## src/rtl/delay_pkg.sv

```systemverilog
// Shared definitions for the delay-path measurement blocks: sequencer state
// encoding, expected settled level of a path, and a saturating counter step.
package delay_pkg;

    // Burst sequencer states, one pass through PREP..EVAL per trial.
    typedef enum logic [2:0] {
        IDLE,
        PREP,
        LAUNCH,
        WAIT,
        EVAL,
        FINISH
    } seqState_t;

    // Level the path output settles to after a rising launch edge.
    function automatic logic expected_level(input int pathInverts);
        return 1'b1 ^ (pathInverts != 0);
    endfunction

    // Increment that sticks at the all-ones value of a width-bit counter.
    // Callers pass their counter zero-extended to 32 bits (width <= 32).
    function automatic logic [31:0] satIncrement(input logic [31:0] value,
                                                 input int unsigned width);
        logic [31:0] maxValue;
        maxValue = (width >= 32) ? '1 : ((32'd1 << width) - 32'd1);
        return (value >= maxValue) ? maxValue : value + 32'd1;
    endfunction

endpackage

```

## src/rtl/delay_path_sequencer_if.sv

```systemverilog
// Host-side request/result bundle of the delay path sequencer.
// The host drives the master modport; the sequencer implements the slave.
interface delay_path_sequencer_if #(
    parameter int CNT_W = 16,
    parameter int DLY_W = 8
);
    logic             start;
    logic [CNT_W-1:0] trials;
    logic [DLY_W-1:0] sample_delay;
    logic             busy;
    logic             done;
    logic [CNT_W-1:0] pass_count;
    logic [CNT_W-1:0] fail_count;

    modport master (
        output start, trials, sample_delay,
        input  busy, done, pass_count, fail_count
    );

    modport slave (
        input  start, trials, sample_delay,
        output busy, done, pass_count, fail_count
    );
endinterface

```

## src/rtl/delay_path_capture.sv

```systemverilog
// Two-flop sampler for the asynchronous delay-path output. cap1 loads only on
// the capture strobe; cap2 re-times it one edge later to resolve metastability.
// Both flops must stay discrete registers so the first stage sits at the path.
module delay_path_capture
    import delay_pkg::*;
(
    input  logic clk,
    input  logic rst,
    input  logic captureStrobe,
    input  logic pathResult,
    output logic capturedLevel
);

    (* shreg_extract = "no", async_reg = "true" *) logic cap1;
    (* shreg_extract = "no", async_reg = "true" *) logic cap2;

    // Sample the path on the strobe, then pass the sample through the second stage.
    always_ff @(posedge clk) begin
        // NOTE: flops use non-blocking assignment so cap2 takes the pre-edge cap1.
        if (rst) begin
            cap1 <= 1'b0;
            cap2 <= 1'b0;
        end else begin
            if (captureStrobe) begin
                cap1 <= pathResult;
            end
            cap2 <= cap1;
        end
    end

    assign capturedLevel = cap2;

endmodule

```

## src/rtl/delay_path_sequencer.sv

```systemverilog
// Burst sequencer for one inverter-chain delay path. For each trial it holds
// the path input low to settle, launches a rising edge, captures the path
// output D cycles later and scores the trial as pass or fail.
module delay_path_sequencer
    import delay_pkg::*;
#(
    parameter int CNT_W         = 16,
    parameter int DLY_W         = 8,
    parameter int SETTLE_CYCLES = 8,
    parameter int PATH_INVERTS  = 0
) (
    input  logic                    clk,
    input  logic                    rst,
    delay_path_sequencer_if.slave   host,
    output logic                    pathInput,
    input  logic                    pathResult
);

    localparam int SET_W = (SETTLE_CYCLES > 1) ? $clog2(SETTLE_CYCLES) : 1;
    localparam logic [SET_W-1:0] SETTLE_LAST = SET_W'(SETTLE_CYCLES - 1);
    localparam logic EXPECTED = expected_level(PATH_INVERTS);

    seqState_t        state;
    seqState_t        nextState;
    logic [CNT_W-1:0] trialsLeft;
    logic [DLY_W-1:0] delayReg;
    logic [DLY_W-1:0] waitCnt;
    logic [SET_W-1:0] settleCnt;
    logic [CNT_W-1:0] passCount;
    logic [CNT_W-1:0] failCount;
    logic             captureStrobe;
    logic             capturedLevel;

    delay_path_capture u_capture (
        .clk           (clk),
        .rst           (rst),
        .captureStrobe (captureStrobe),
        .pathResult    (pathResult),
        .capturedLevel (capturedLevel)
    );

    // State register.
    always_ff @(posedge clk) begin
        if (rst) begin
            state <= IDLE;
        end else begin
            state <= nextState;
        end
    end

    // Next-state decode and capture strobe timing.
    always_comb begin
        // NOTE: every output gets a default first, so no branch can infer a latch.
        nextState     = state;
        captureStrobe = 1'b0;
        unique case (state)
            IDLE: begin
                if (host.start) begin
                    nextState = (host.trials == '0) ? FINISH : PREP;
                end
            end
            PREP: begin
                if (settleCnt == '0) begin
                    nextState = LAUNCH;
                end
            end
            LAUNCH: begin
                nextState = WAIT;
            end
            WAIT: begin
                // waitCnt runs D..0; the D-th WAIT cycle ends on edge E0+D.
                captureStrobe = (waitCnt == DLY_W'(1));
                if (waitCnt == '0) begin
                    nextState = EVAL;
                end
            end
            EVAL: begin
                nextState = (trialsLeft == CNT_W'(1)) ? FINISH : PREP;
            end
            FINISH: begin
                nextState = IDLE;
            end
            default: begin
                nextState = IDLE;
            end
        endcase
    end

    // Burst bookkeeping: request latch, settle/wait timers, launch level, scores.
    always_ff @(posedge clk) begin
        if (rst) begin
            trialsLeft <= '0;
            delayReg   <= '0;
            waitCnt    <= '0;
            settleCnt  <= '0;
            passCount  <= '0;
            failCount  <= '0;
            pathInput  <= 1'b0;
        end else begin
            unique case (state)
                IDLE: begin
                    if (host.start) begin
                        trialsLeft <= host.trials;
                        delayReg   <= (host.sample_delay == '0) ? DLY_W'(1)
                                                                : host.sample_delay;
                        passCount  <= '0;
                        failCount  <= '0;
                        settleCnt  <= SETTLE_LAST;
                    end
                end
                PREP: begin
                    if (settleCnt != '0) begin
                        settleCnt <= settleCnt - SET_W'(1);
                    end
                end
                LAUNCH: begin
                    waitCnt   <= delayReg;
                    pathInput <= 1'b1;
                end
                WAIT: begin
                    if (waitCnt != '0) begin
                        waitCnt <= waitCnt - DLY_W'(1);
                    end
                end
                EVAL: begin
                    pathInput  <= 1'b0;
                    trialsLeft <= trialsLeft - CNT_W'(1);
                    settleCnt  <= SETTLE_LAST;
                    if (capturedLevel == EXPECTED) begin
                        passCount <= CNT_W'(satIncrement(32'(passCount), CNT_W));
                    end else begin
                        failCount <= CNT_W'(satIncrement(32'(failCount), CNT_W));
                    end
                end
                default: begin
                end
            endcase
        end
    end

    assign host.busy       = (state == PREP) || (state == LAUNCH) ||
                             (state == WAIT) || (state == EVAL);
    assign host.done       = (state == FINISH);
    assign host.pass_count = passCount;
    assign host.fail_count = failCount;

endmodule
```

## src/flat_wrapper.sv

```systemverilog
// flat-port wrapper written by rule: the top's interface ports become plain ports
module delay_path_sequencer_flat import delay_pkg::*;
#(
    parameter int CNT_W         = 16,
    parameter int DLY_W         = 8,
    parameter int SETTLE_CYCLES = 8,
    parameter int PATH_INVERTS  = 0
)
  (clk, rst, pathInput, pathResult, host_start, host_trials, host_sample_delay, host_busy, host_done, host_pass_count, host_fail_count);
  delay_path_sequencer_if #(.CNT_W(CNT_W), .DLY_W(DLY_W)) host_i ();
  input  logic clk;
  input  logic rst;
  output logic pathInput;
  input  logic pathResult;
  input wire logic [$bits(host_i.start)-1:0] host_start;
  input wire logic [$bits(host_i.trials)-1:0] host_trials;
  input wire logic [$bits(host_i.sample_delay)-1:0] host_sample_delay;
  output wire logic [$bits(host_i.busy)-1:0] host_busy;
  output wire logic [$bits(host_i.done)-1:0] host_done;
  output wire logic [$bits(host_i.pass_count)-1:0] host_pass_count;
  output wire logic [$bits(host_i.fail_count)-1:0] host_fail_count;
  assign host_i.start = host_start;
  assign host_i.trials = host_trials;
  assign host_i.sample_delay = host_sample_delay;
  assign host_busy = host_i.busy;
  assign host_done = host_i.done;
  assign host_pass_count = host_i.pass_count;
  assign host_fail_count = host_i.fail_count;
  delay_path_sequencer #(.CNT_W(CNT_W), .DLY_W(DLY_W), .SETTLE_CYCLES(SETTLE_CYCLES), .PATH_INVERTS(PATH_INVERTS)) u_core (.clk(clk), .rst(rst), .host(host_i), .pathInput(pathInput), .pathResult(pathResult));
endmodule
```

## config.mk

```make
export PLATFORM = sky130hd
export DESIGN_NAME = delay_path_sequencer_flat
export DESIGN_NICKNAME = d
export VERILOG_FILES = /design/src/rtl/delay_pkg.sv /design/src/rtl/delay_path_sequencer_if.sv /design/src/rtl/delay_path_capture.sv /design/src/rtl/delay_path_sequencer.sv /design/src/flat_wrapper.sv
export SDC_FILE = /design/constraint.sdc
export NUM_CORES = 1
export LEC_CHECK = 0
export CORE_UTILIZATION = 30
export CTS_CLUSTER_SIZE = 24
export DETAILED_ROUTE_END_ITERATION = 7
export GPL_TIMING_DRIVEN = 0
export PLACE_DENSITY_LB_ADDON = 0.25
export SLEW_MARGIN = 30
export SYNTH_ARGS = -nofsm -noshare
export SYNTH_HDL_FRONTEND = slang
export SYNTH_SLANG_ARGS = --single-unit
```

## constraint.sdc

```tcl
create_clock -name clk -period 1.9 [get_ports clk]
set_input_delay 0.19 -clock clk [delete_from_list [all_inputs] [get_ports clk]]
set_output_delay 0.19 -clock clk [all_outputs]
set_load 0.03 [all_outputs]
```

# Word-level counts from Yosys, hierarchy flattened
# Index checks and enable logic that the tools add are counted.
[word_totals]
regBits = 73
inputBits = 28
out_inout_bits = 35
wordCells = 75
[classes]
addsub = 5
n_lt_le_gt_ge = 2
eq_ne = 14
muxes = 23
n_reduce_logical = 21
[op_table]
columns = ["op", "count"]
rows = [
  ["16-bit 2-to-1 mux", 6],
  ["16-bit case mux with 2 select lines", 3],
  ["16-bit by 1-bit adder with 16-bit output (second input constant)", 2],
  ["16-bit greater-or-equal comparator (second input constant)", 2],
  ["3-bit 2-to-1 mux", 7],
  ["16-bit by 1-bit == test with 1-bit output (second input constant)", 1],
  ["16-bit zero test", 1],
  ["8-bit zero test", 2],
  ["8-bit 2-to-1 mux", 2],
  ["8-bit case mux with 2 select lines", 1],
  ["16-bit by 1-bit subtractor with 16-bit output (second input constant)", 1],
  ["3-bit case mux with 5 select lines", 1],
  ["3-bit AND reduction", 4],
  ["3-bit case mux with 3 select lines", 1],
  ["8-bit by 1-bit == test with 1-bit output (second input constant)", 1],
  ["2-bit by 1-bit inequality test with 1-bit output (second input constant)", 4],
  ["8-bit nonzero test", 1],
  ["8-bit by 1-bit subtractor with 8-bit output (second input constant)", 1],
  ["3-bit by 2-bit == test with 1-bit output (second input constant)", 2],
  ["3-bit == test (second input constant)", 2],
  ["3-bit zero test", 2],
  ["2-bit inequality test (second input constant)", 3],
  ["2-bit AND reduction", 3],
  ["2-bit nonzero test", 3],
  ["other kinds (6)", 9],
]

# Logic depth before layout (Yosys ltp)
# Gate-level depths: netlist of the first run.
[depth]
word_depth = 4
depth_mapped = 8
mapped_depth_nobuf = 8

# Modules after synthesis
# Synthesis of the first run repeated with hierarchy kept, for this count alone.
[unflattened]
cells_unflattened = 522
hier_area_um2 = 4137.7
[by_module_without_submodules]
columns = ["module", "instances", "cells_each", "area_each_um2", "seq_area_each_um2"]
rows = [
  ["delay_path_sequencer", 1, 517, 4077.7, 1421.4],
  ["delay_path_capture", 1, 5, 60.1, 40.0],
]

# Worst setup path before layout of the first run
# Ideal clock, no wire load.
[synth_path]
kind = "reg-to-reg"
from = "register u_core.passCount[0], in the netlist u_core.host.pass_count[0]"
to = "register u_core.passCount[13], in the netlist u_core.host.pass_count[13]"
setup_ps = 70
arrival_time_ps = 2034
required_time_ps = 1830
setup_slack_ps = -204
path_stages_with_launch = 8
path_buffers = 1
period_less_slack_ps = 2104
cell_sequence = "dfxtp_1 > ha_1 > nand3_1 > nor4_1 > and3_1 > clkbuf_1 > o21ai_0 > a21oi_1"
[synth_between]
elab_chain_len = 4
elab_cells_between_ends = 5
classes_between = "add/sub: 1; order compare: 1; mux: 3"
[synth_lines]
columns = ["element", "line", "rtl"]
rows = [
  ["from (decl)", "delay_path_sequencer.sv:29", "logic [CNT_W-1:0] passCount;"],
  ["from (signal assigned)", "delay_path_sequencer.sv:130", "passCount <= CNT_W'(satIncrement(32'(passCount), CNT_W));"],
  ["16-bit by 1-bit adder with 16-bit output or 16-bit greater-or-equal comparator (tied branches)", "delay_pkg.sv:26", "return (value >= maxValue) ? maxValue : value + 32'd1;"],
  ["16-bit 2-to-1 mux *", "delay_pkg.sv:26", ""],
  ["16-bit 2-to-1 mux *", "delay_path_sequencer.sv:129", "if (capturedLevel == EXPECTED) begin"],
  ["16-bit case mux with 2 select lines *", "delay_path_sequencer.sv:100", "unique case (state)"],
]
# Mark *: on every way between the ends. The rest lies on a longest branch, timed or not. The select of a mux whose other input is x is not followed.
# A chain may end at the register's enable or synchronous reset.

# Worst setup path after layout of the first run
[layout_path]
from = "register u_core.trialsLeft[8]"
to = "register u_core.trialsLeft[13]"
[layout_between]
elab_chain_len = 2
[layout_lines]
columns = ["element", "line", "rtl"]
rows = [
  ["from (decl)", "delay_path_sequencer.sv:25", "logic [CNT_W-1:0] trialsLeft;"],
  ["from (signal assigned)", "delay_path_sequencer.sv:103", "trialsLeft <= host.trials;"],
  ["from (signal assigned)", "delay_path_sequencer.sv:127", "trialsLeft <= trialsLeft - CNT_W'(1);"],
  ["16-bit by 1-bit subtractor with 16-bit output", "delay_path_sequencer.sv:127", ""],
  ["16-bit case mux with 2 select lines", "delay_path_sequencer.sv:100", ""],
]
# No other way between the ends.

==> impl_results.md, run 1 <==
- CP Data Required Time: 2.12 ns
- Relative slew slack: 0.5558
- Cell with the most instances after synthesis: dfxtp_1
- Final hold viol count: 0
- Max cap viols: 0
- Hold path cells: 3
- Yosys reg bits: 73
- Starting Density: 0.3104
- Post-Syn Area: 4159 um2
- CTS Buf Count: 9
- Vias: 4,433
- DIE AREA: 14,340 um2
- Power, Total: 4014 uW
- Diodes inserted: 0
- Final setup fails: 4
- Post-route DRC violation count: 0
- Main synth FF type: dfxtp_1
- Commonest cells in the synthesized netlist: 73 x dfxtp_1, 68 x a21oi_1, 54 x nor2_1
- Gpl congestion: 0.8821
- Post-synth EDFFs: 0
- WS Path Type: reg2reg
- CP Launch Type: register
- Worst setup EP type: register
- Cells after Synth: 545
- Drt first-iter violations: 342
- Final Skew: 0.007757 ns
- CTS tree: built
- Initial antenna violation count: 0
- HP Start: host_sample_delay[5]
- Yosys top cell by area: dfxtp_1
- Worst-path fanout max: 4
- Vias in the first global route: 4,112
- Minimum clock period: 1.949 ns
- Worst R2R Path Depth: 4
- RSZ-0062 raised after global routing: true
- CTS root buffer: clkbuf_16
- Yosys Warn Count: 0
- FF-to-FF setup slack: -0.05 ns
- Largest net degree at the start of global routing: 14
- Core Area: 13,400 um2
- Remaining antenna violation count after routing: 0
- Async S/R FF share, synth: 0
- Port bufs: 61
- Fin crit share: 1.026
- Crit Reg-Reg Endpoint: u_core.trialsLeft[13]$_SDFFE_PP0P_
- Top cell type's share of synthesized area: 0.3514
- Final nets: 666
- # IOs: 63
- Dpl ws: -0.5008 ns
- Max Root-Sink Buffers: 2
- Clock transition at path regs: 0.06 ns
- PwrDens: 712.8 nW/um2
- Max-slew violation count: 0
- Area Overhead vs Synth: 35.38%
- Worst-margin pin slew: 0.6663 ns
- Final Util: 0.4202
- Dominant cells by area after synthesis: dfxtp_1 35%, a21oi_1 8.2%, o21ai_0 6.1%
- Status: complete, but fails checks
- Final hold slack: 0.4365 ns
- First-pass GRT wire length: 20,580 um
- Failing checks: setup timing
- Final setup margin: -0.04947 ns
- H-tree levels: 3
- Worst Setup SP: u_core.trialsLeft[8]$_SDFFE_PP0P_
- Hold Crit Endpoint: u_core.delayReg[5]$_SDFFE_PP0P_
- Peak supply drop: 0.0003875 V
- Vias/cell: 5.473
- DRT Pass-1 Iters: 5
- Die W: 119.7 um
- Avg Cell Area, Syn: 7.631 um2
- HP Class: in2reg
- Hpwl dp: 8998 um
- Fill cells: 1,366
- Share of cells above drive strength 1: 0.1562
- Drt wl/cell: 15.65 um
- FF-to-FF Start: u_core.trialsLeft[8]$_SDFFE_PP0P_
- Max Clk Rate: 513.0 MHz
- Clock sinks: 73
- Grt total ovfl: 0
- Core Rows: 42
- Register area share after synthesis: 0.3514
- Syn nets: 582
- GRT Total Usage: 0.1784
- Critical Path AT: 2.17 ns
- Worst skew pair latency: 0.34 ns
- Synth cell types: 65
- Die Ht: 119.7 um
- Detailed-route wire length: 12,680 um
- P_leak: 0.001951 uW
==> registers in the layout, indices dropped and copies added (netlist names) <==
name,count
u_core.delayReg,8
u_core.host.fail_count,16
u_core.host.pass_count,16
u_core.pathInput,1
u_core.settleCnt,3
u_core.state,3
u_core.trialsLeft,16
u_core.u_capture.cap1,1
u_core.u_capture.capturedLevel,1
u_core.waitCnt,8
==> how the worst max path moves through the flow <==
stage | slack, ns | to
finish | -0.05 | u_core.trialsLeft[13]$_SDFFE_PP0P_
global route | -0.10 | u_core.trialsLeft[14]$_SDFFE_PP0P_
CTS | -0.05 | u_core.trialsLeft[13]$_SDFFE_PP0P_
detailed placement | -0.50 | u_core.trialsLeft[5]$_SDFFE_PP0P_
global placement | -1.12 | u_core.host.fail_count[8]$_SDFFE_PP0P_
floorplan | 0.003 | u_core.trialsLeft[13]$_SDFFE_PP0P_
==> critical path: stages (launching register included) <==
cell and delay [ns]:
dfxtp_4 0.34, or4_4 0.56, or2_4 0.25, or4_4 0.43
a211o_1 0.27
==> kinds of logic (layout without fill, tap and decap cells) <==
group                    Yosys count  in the layout  synth area share
flip-flops                        73             73            0.3514
buffers and inverters             46            135           0.05776
AO/OA/AOI/OAI                    179            179            0.2506
adder cells (fa/ha/maj)            9              9           0.02708
multiplexers                       3              3          0.007822
AND/OR/NAND/NOR                  233            233            0.3011
XOR/XNOR                           2              2          0.004213
==> placed cells by master, fill, tap and decap left out, types with 4 or more instances in the layout <==
master,n
dfxtp_4,4
clkbuf_16,9
or4_1,5
inv_1,16
clkbuf_1,7
clkbuf_2,7
nand4_1,6
nor2_1,52
nor4b_4,4
nand2b_1,5
dfxtp_2,7
ha_1,9
o211ai_1,4
nor3_1,22
nand3_2,4
nand2_1,48
a31oi_1,11
a21oi_1,67
buf_4,15
and2_1,4
and3_1,5
o21ai_1,9
clkdlybuf4s50_1,59
a211oi_1,6
o21ai_0,51
nor4_1,10
nand3_1,26
nor2b_1,7
a21o_1,6
clkbuf_8,5
dfxtp_1,62
nor4_4,4
==> stage by stage <==
stage               cells  TNS [ns]  area, um2
global placement      782    -36.38       5011
floorplan             545         0       4180
CTS                   805  -0.09942       5494
detailed placement    782    -17.00       5024
finish                810   -0.1325       5630
global route          810   -0.3673       5630
==> per-layer routing <==
metal	up-vias	GRT usage	wire length (um)
li1	2194	-	-
met1	2121	0.2367	5917
met2	104	0.2977	6035
met3	14	0.02567	557
met4	0	0.05469	166
met5	-	0	0
==> what timing repair did <==
action                                  in CTS  in global routing
hold endpoints to repair                     0                  0
setup buffers                                7                  7
pin swaps                                    6                 10
hold buffers                                 0                  0
gates resized for setup                     39                 37
endpoints found under the setup margin      51                 50
==> power breakdown <==
group	switching, uW	internal, uW	leakage [uW]	total, uW
registers	60.9	1590	0.000600	1650
logic	346	270	0.00121	616
clock network	696	1050	0.000145	1750
total	1100	2910	0.00195	4010
==> area by class of cell <==
class                      count  area (um2)  area share
clock inverter                 6       67.56     0.01200
multi-input combinational    426        2649      0.4704
buffer                        26       187.7     0.03333
clock buffer                  10       239.0     0.04244
timing repair buffer          75       714.4      0.1269
inverter                      18       67.56     0.01200
tap                          176       220.2     0.03911
sequential                    73        1485      0.2638
No activity file was read; power rests on OpenSTA's default activity.
==> run 2: changes to the inputs <==
- CORE_MARGIN: not set -> 1.5
- CTS_BUF_LIST: not set -> sky130_fd_sc_hd__clkbuf_8
- SETUP_SLACK_MARGIN: not set -> 0.4
==> impl_results.md, run 2 (synthesis gave the netlist of run 1 again) <==
- Failing checks: setup timing
- Clock transition at path regs: 0.08 ns (+0.02 ns)
- Final Skew: 0.01430 ns (+0.006547 ns)
- Fill cells: 1,232 (-9.8%)
- First-pass GRT wire length: 22,430 um (+9.0%)
- Drt wl/cell: 17.39 um (+11%)
- FF-to-FF setup slack: -0.02 ns (+0.03 ns)
- Status: complete, but fails checks
- Multi-input logic area: 3398 um2 (+28%)
- WS Path Type: reg2reg
- Clock sinks: 73 (unchanged)
- Vias: 4,933 (+11%)
- Port bufs: 61 (unchanged)
- CTS Buf Count: 9 (unchanged)
- Hold Crit Endpoint: u_core.delayReg[5]$_SDFFE_PP0P_
- GRT Total Usage: 0.1922 (+0.01380)
- Relative slew slack: 0.5585 (+0.002692)
- Final setup margin: -0.02425 ns (+0.02522 ns)
- Vias in the first global route: 4,412 (+7.3%)
- CTS root buffer: clkbuf_8
- FF-to-FF Start: u_core.trialsLeft[10]$_SDFFE_PP0P_
- Dpl ws: -0.5907 ns (-0.08988 ns)
- DIE AREA: 14,580 um2 (+1.7%)
- Initial antenna violation count: 0 (unchanged)
- Die W: 120.7 um (+0.84%)
- Die Ht: 120.7 um (+0.84%)
- Fin crit share: 1.013 (-0.01327)
- Max Clk Rate: 519.7 MHz (+1.3%)
- Share of cells above drive strength 1: 0.4554 (+0.2993)
- Minimum clock period: 1.924 ns (-0.02522 ns)
- CP Data Required Time: 2.17 ns (+0.05 ns)
- DRT Pass-1 Iters: 7 (+2)
- Hold path cells: 3 (unchanged)
- H-tree levels: 3 (unchanged)
- Remaining antenna violation count after routing: 0 (unchanged)
- Gpl congestion: 0.9425 (+6.8%)
- Diodes inserted: 0 (unchanged)
- Hpwl dp: 9180 um (+2.0%)
- Final setup fails: 3 (-1)
- Most frequent cells in the layout: 57 x buf_4, 51 x a21oi_1, 39 x nand2_1
- PwrDens: 524.5 nW/um2 (-26%)
- Peak supply drop: 0.0004253 V (+9.8%)
- HP Start: host_sample_delay[5]
- Most common cell after layout, fill and taps aside: buf_4
- Worst-margin pin slew: 0.6609 ns (-0.005399 ns)
- Final hold viol count: 0 (unchanged)
- Drt first-iter violations: 362 (+5.8%)
- P_leak: 0.002660 uW (+36%)
- Detailed-route wire length: 15,360 um (+21%)
- Final Util: 0.5323 (+0.1121)
- Max-slew violation count: 0 (unchanged)
- HP Class: in2reg
- Final hold slack: 0.3991 ns (-0.03745 ns)
- CTS tree: built
- Crit Reg-Reg Endpoint: u_core.trialsLeft[13]$_SDFFE_PP0P_
- Area Overhead vs Synth: 71.51%
- Reg area: 1543 um2 (+3.9%)
- Worst setup EP type: register
- Final nets: 739 (+11%)
- Core Rows: 42 (unchanged)
- Largest net degree at the start of global routing: 12 (-2)
- Worst skew pair latency: 0.38 ns (+0.04 ns)
- Post-route DRC violation count: 0 (unchanged)
- Core Area: 13,400 um2 (unchanged)
- Worst-path fanout max: 4 (unchanged)
- Grt total ovfl: 0 (unchanged)
- Max cap viols: 0 (unchanged)
- CP Launch Type: register
- RSZ-0062 raised after global routing: true
- Worst R2R Path Depth: 4 (unchanged)
- # IOs: 63 (unchanged)
- Critical Path AT: 2.19 ns (+0.02 ns)
- Starting Density: 0.3104 (unchanged)
- Max Root-Sink Buffers: 2 (unchanged)
- Vias/cell: 5.587 (+2.1%)
-- run 2: changes by cell type in the layout (fill, tap and decap cells not counted), moves of 15 or more --
| cell | delta |
|---|---|
| a21oi_2 | +15 |
| dlygate4sd2_1 | +31 |
| dfxtp_1 | -24 |
| buf_4 | +42 |
| clkdlybuf4s50_1 | -34 |
| o21ai_0 | -42 |
| buf_6 | +26 |
| a21oi_1 | -16 |
| o21ai_2 | +29 |
| nor2_1 | -15 |
-- run 2: layout make-up --
cell class | instances | area share
buffer | 28 | 0.04982
clock buffer | 10 | 0.01929
clock inverter | 6 | 0.003333
inverter | 18 | 0.01123
multi-input combinational | 427 | 0.4764
sequential | 73 | 0.2163
tap | 176 | 0.03087
timing repair buffer | 145 | 0.1928
-- run 2: worst max path at each step --
stage | from | to | slack, ns | depth (start not counted)
finish | u_core.trialsLeft[10]$_SDFFE_PP0P_ | u_core.trialsLeft[13]$_SDFFE_PP0P_ | -0.02 | 4
global route | u_core.trialsLeft[10]$_SDFFE_PP0P_ | u_core.trialsLeft[15]$_SDFFE_PP0P_ | -0.11 | 6
CTS | u_core.trialsLeft[10]$_SDFFE_PP0P_ | u_core.trialsLeft[13]$_SDFFE_PP0P_ | -0.02 | 4
detailed placement | host_start | u_core.trialsLeft[8]$_SDFFE_PP0P_ | -0.59 | 5
global placement | host_start | u_core.trialsLeft[11]$_SDFFE_PP0P_ | -0.48 | 5
floorplan | u_core.trialsLeft[8]$_SDFFE_PP0P_ | u_core.trialsLeft[13]$_SDFFE_PP0P_ | 0.005 | 4
-- run 2: report_power, final --
part	internal (uW)	leakage, uW	switching [uW]	total, uW
clock network	485	0.000102	611	1100
logic	501	0.00194	506	1010
registers	1570	0.000614	66.2	1640
-- run 2: repair_timing --
| item | CTS | global route |
|---|---|---|
| endpoints found under the hold margin | 0 | 0 |
| pin swaps | 44 | 94 |
| endpoints found under the setup margin | 105 | 73 |
| hold buffers | 0 | 0 |
| setup buffers | 29 | 48 |
| gates cloned | 1 | 7 |
| resized for setup | 175 | 161 |
-- run 2: per-layer routing --
| layer | part of all wire | GRT usage |
|---|---|---|
| met1 | 0.44 | 0.2469 |
| met2 | 0.49 | 0.3256 |
| met3 | 0.045 | 0.04481 |
| met4 | 0.021 | 0.04559 |
| met5 | 0 | 0 |
-- run 2: worst max-delay path, stage by stage, from the launching register on --
cell	delay, ns
dfxtp_1	0.32
or4_4	0.58
or2_4	0.25
or4_4	0.43
a211o_1	0.26
-- run 2: metrics by stage --
step	instance area [um2]	power [uW]	instances	setup TNS [ns]
4_1_cts	6048	3460	828	-0.03333
2_1_floorplan	4414	2040	545	0
3_3_place_gp	5245	2231	782	-14.97
5_1_grt	7133	3898	883	-0.2567
3_5_place_dp	5245	2246	782	-18.79
6_report	7133	3741	883	-0.03698
==> run 3: changes to the inputs <==
- CORE_ASPECT_RATIO: not set -> 0.5
- CORE_MARGIN: 1.5 -> not set
- REMOVE_ABC_BUFFERS: not set -> 1
==> impl_results.md, run 3 (synthesis gave the netlist of run 1 again) <==
- Status: complete, but fails checks
- Failing checks: setup timing
- P_leak: 0.002716 uW (+2.1%)
- Vias in the first global route: 4,295 (-2.7%)
- Critical Path AT: 2.26 ns (+0.07 ns)
- DRT Pass-1 Iters: 5 (-2)
- H-tree levels: 3 (unchanged)
- PwrDens: 537.5 nW/um2 (+2.5%)
- Drt wl/cell: 17.01 um (-2.2%)
- Clock transition at path regs: 0.08 ns (about the same)
- Comb pwr share: 0.259 (-0.010)
- Relative slew slack: 0.5109 (-0.04761)
- Initial antenna violation count: 0 (unchanged)
- Final nets: 756 (+2.3%)
- CP peak stage delay: 0.55 ns (-0.03 ns)
- Sw frac: 0.3124 (-0.003996)
- RSZ-0062 raised after global routing: true
- Max cap viols: 0 (unchanged)
- Max-slew violation count: 0 (unchanged)
- # IOs: 63 (unchanged)
- Worst setup EP type: register
- Crit Reg-Reg Endpoint: u_core.trialsLeft[13]$_SDFFE_PP0P_
- CP Data Required Time: 2.14 ns (-0.03 ns)
- Peak supply drop: 0.0002958 V (-30%)
- CTS root buffer: clkbuf_8
- CP Cell Sequence: or4_4 -> or2_4 -> or4_4 -> a211o_1
- Final hold viol count: 0 (unchanged)
- Final Util: 0.5508 (+0.01846)
- Hpwl dp: 8073 um (-12%)
- Most common cell after layout, fill and taps aside: buf_4
- Area Overhead vs Synth: 73.47%
- Gpl congestion: 0.7984 (-15%)
- CTS tree: built
- Hold Crit Endpoint: u_core.delayReg[1]$_SDFFE_PP0P_
- Die W: 168.5 um (+40%)
- Grt total ovfl: 0 (unchanged)
- Worst R2R Path Depth: 4 (unchanged)
- Final Skew: 0.006691 ns (-0.007613 ns)
- Port bufs: 62 (+1.6%)
- Core Area: 13,100 um2 (-2.3%)
- Starting Density: 0.3175 (+0.007145)
- WS Path Type: reg2reg
- Final setup fails: 3 (unchanged)
- Remaining antenna violation count after routing: 0 (unchanged)
- Detailed-route wire length: 15,480 um (+0.81%)
- Multi-input logic area: 3396 um2 (about the same)
- Reg area: 1541 um2 (about the same)
- Max Root-Sink Buffers: 2 (unchanged)
- Worst skew pair latency: 0.35 ns (-0.03 ns)
- Vias/cell: 5.496 (-1.6%)
- Clock Power Share: 0.319 (+0.026)
- HP Class: in2reg
- Drt first-iter violations: 364 (+0.55%)
- Setup_tns: -0.2060 ns (-0.1690 ns)
- Diodes inserted: 0 (unchanged)
- Vias: 5,001 (+1.4%)
- Hold path cells: 2 (-1)
- Power, Total: 3878 uW (+3.7%)
- Final setup margin: -0.1162 ns (-0.09192 ns)
- Worst-margin pin slew: 0.7337 ns (+0.07277 ns)
- CTS Buf Count: 9 (unchanged)
- FF-to-FF Start: u_core.trialsLeft[8]$_SDFFE_PP0P_
- FF-to-FF setup slack: -0.12 ns (-0.09 ns)
- CP dominant cell by count: or4_4
- Largest net degree at the start of global routing: 52 (+40)
- GRT Total Usage: 0.1897 (-0.002484)
- DIE AREA: 14,370 um2 (-1.5%)
- CP Launch Type: register
- Max Clk Rate: 496.0 MHz (-4.6%)
- Core Rows: 29 (-31%)
- Count of hold buffers inserted by post-cts repair: 0 (unchanged)
- Share of cells above drive strength 1: 0.4613 (+0.005880)
- HP Start: rst
- Post-route DRC violation count: 0 (unchanged)
- Worst path bufs/invs: 0 (unchanged)
- Clock sinks: 73 (unchanged)
- Sequential share of power: 0.422 (-0.016)
- First-pass GRT wire length: 21,920 um (-2.3%)
- Die Ht: 85.26 um (-29%)
- Most frequent cells in the layout: 73 x buf_4, 46 x a21oi_1, 41 x buf_6, 41 x dfxtp_1, 39 x nor2_1
- Minimum clock period: 2.016 ns (+0.09192 ns)
- Fill cells: 1,149 (-6.7%)
- CP top delay family: simple AND/OR/NAND/NOR gates
- Slowest cell on crit path: or4_4
- Sw Pwr: 1211 uW (+2.3%)
- Worst-path fanout max: 4 (unchanged)
- Fin crit share: 1.061 (+0.04838)
- Internal: 2666 uW (+4.3%)
==> run 3: cell count changes in the layout (fill, tap and decap cells not counted), sizes merged <==
cell           before  now
buf                96  124
clkbuf             29   11
inv                23   16
clkinvlp            0    4
clkinv              1    4
nand3              32   35
and3                6    8
bufinv              0    1
clkdlybuf4s15       2    3
dlygate4sd2        31   30
nor2               54   55
==> run 3: area by class of cell <==
type	count	area share
clock buffer	9	0.01717
clock inverter	7	0.009886
inverter	18	0.01231
multi-input combinational	433	0.4707
sequential	73	0.2137
tap	186	0.03226
timing repair buffer	184	0.2440
==> run 3: worst max-delay path by stage <==
stage                                  startpoint                                       to  slack (ns)  cells after the start
6_report        u_core.trialsLeft[8]$_SDFFE_PP0P_       u_core.trialsLeft[13]$_SDFFE_PP0P_       -0.12                      4
5_1_grt        u_core.trialsLeft[10]$_SDFFE_PP0P_       u_core.trialsLeft[13]$_SDFFE_PP0P_       -0.15                      4
3_3_place_gp                           host_start   u_core.host.fail_count[8]$_SDFFE_PP0P_       -4.10                      6
4_1_cts        u_core.trialsLeft[10]$_SDFFE_PP0P_             u_core.state[2]$_SDFFE_PP0P_       -0.15                      5
2_1_floorplan        u_core.state[2]$_SDFFE_PP0P_   u_core.host.fail_count[8]$_SDFFE_PP0P_       -1.42                      5
3_5_place_dp         u_core.state[0]$_SDFFE_PP0P_  u_core.host.pass_count[12]$_SDFFE_PP0P_       -0.86                      5
==> run 3: power groups by stage <==
| stage | sequential [uW] | combinational (uW) | clock, uW |
|---|---|---|---|
| 4_1_cts | 1630 | 684 | 1270 |
| 3_5_place_dp | 1690 | 517 | 0 |
| 5_1_grt | 1650 | 1070 | 1340 |
| 3_3_place_gp | 1690 | 499 | 0 |
| 2_1_floorplan | 1670 | 309 | 0 |
| 6_report | 1640 | 1000 | 1240 |
==> run 3: routing by layer <==
metal | up-vias | track usage | routed length (um)
met3 | 24 | 0.04944 | 972
met4 | 0 | 0.05372 | 200
met2 | 178 | 0.2972 | 7351
li1 | 2386 | - | -
met1 | 2413 | 0.2570 | 6956
met5 | - | 0 | 0
==> run 3: per-stage QoR <==
stage	setup WS (ns)	hold WS (ns)	std cells	cell area, um2
detailed placement	-0.8565	0.4480	773	4931
global route	-0.1465	0.1888	910	7214
floorplan	-1.421	0.2591	517	3986
global placement	-4.104	0.4482	765	4840
finish	-0.1162	0.2097	910	7214
CTS	-0.1522	0.1715	848	5997
==> run 3: timing repair <==
action / in CTS / in global routing
cloned: 4 / 4
endpoints found under the hold margin: 0 / 0
endpoints found under the setup margin: 107 / 75
buffers inserted: 55 / 58
pin swaps: 72 / 102
resized for setup: 192 / 180
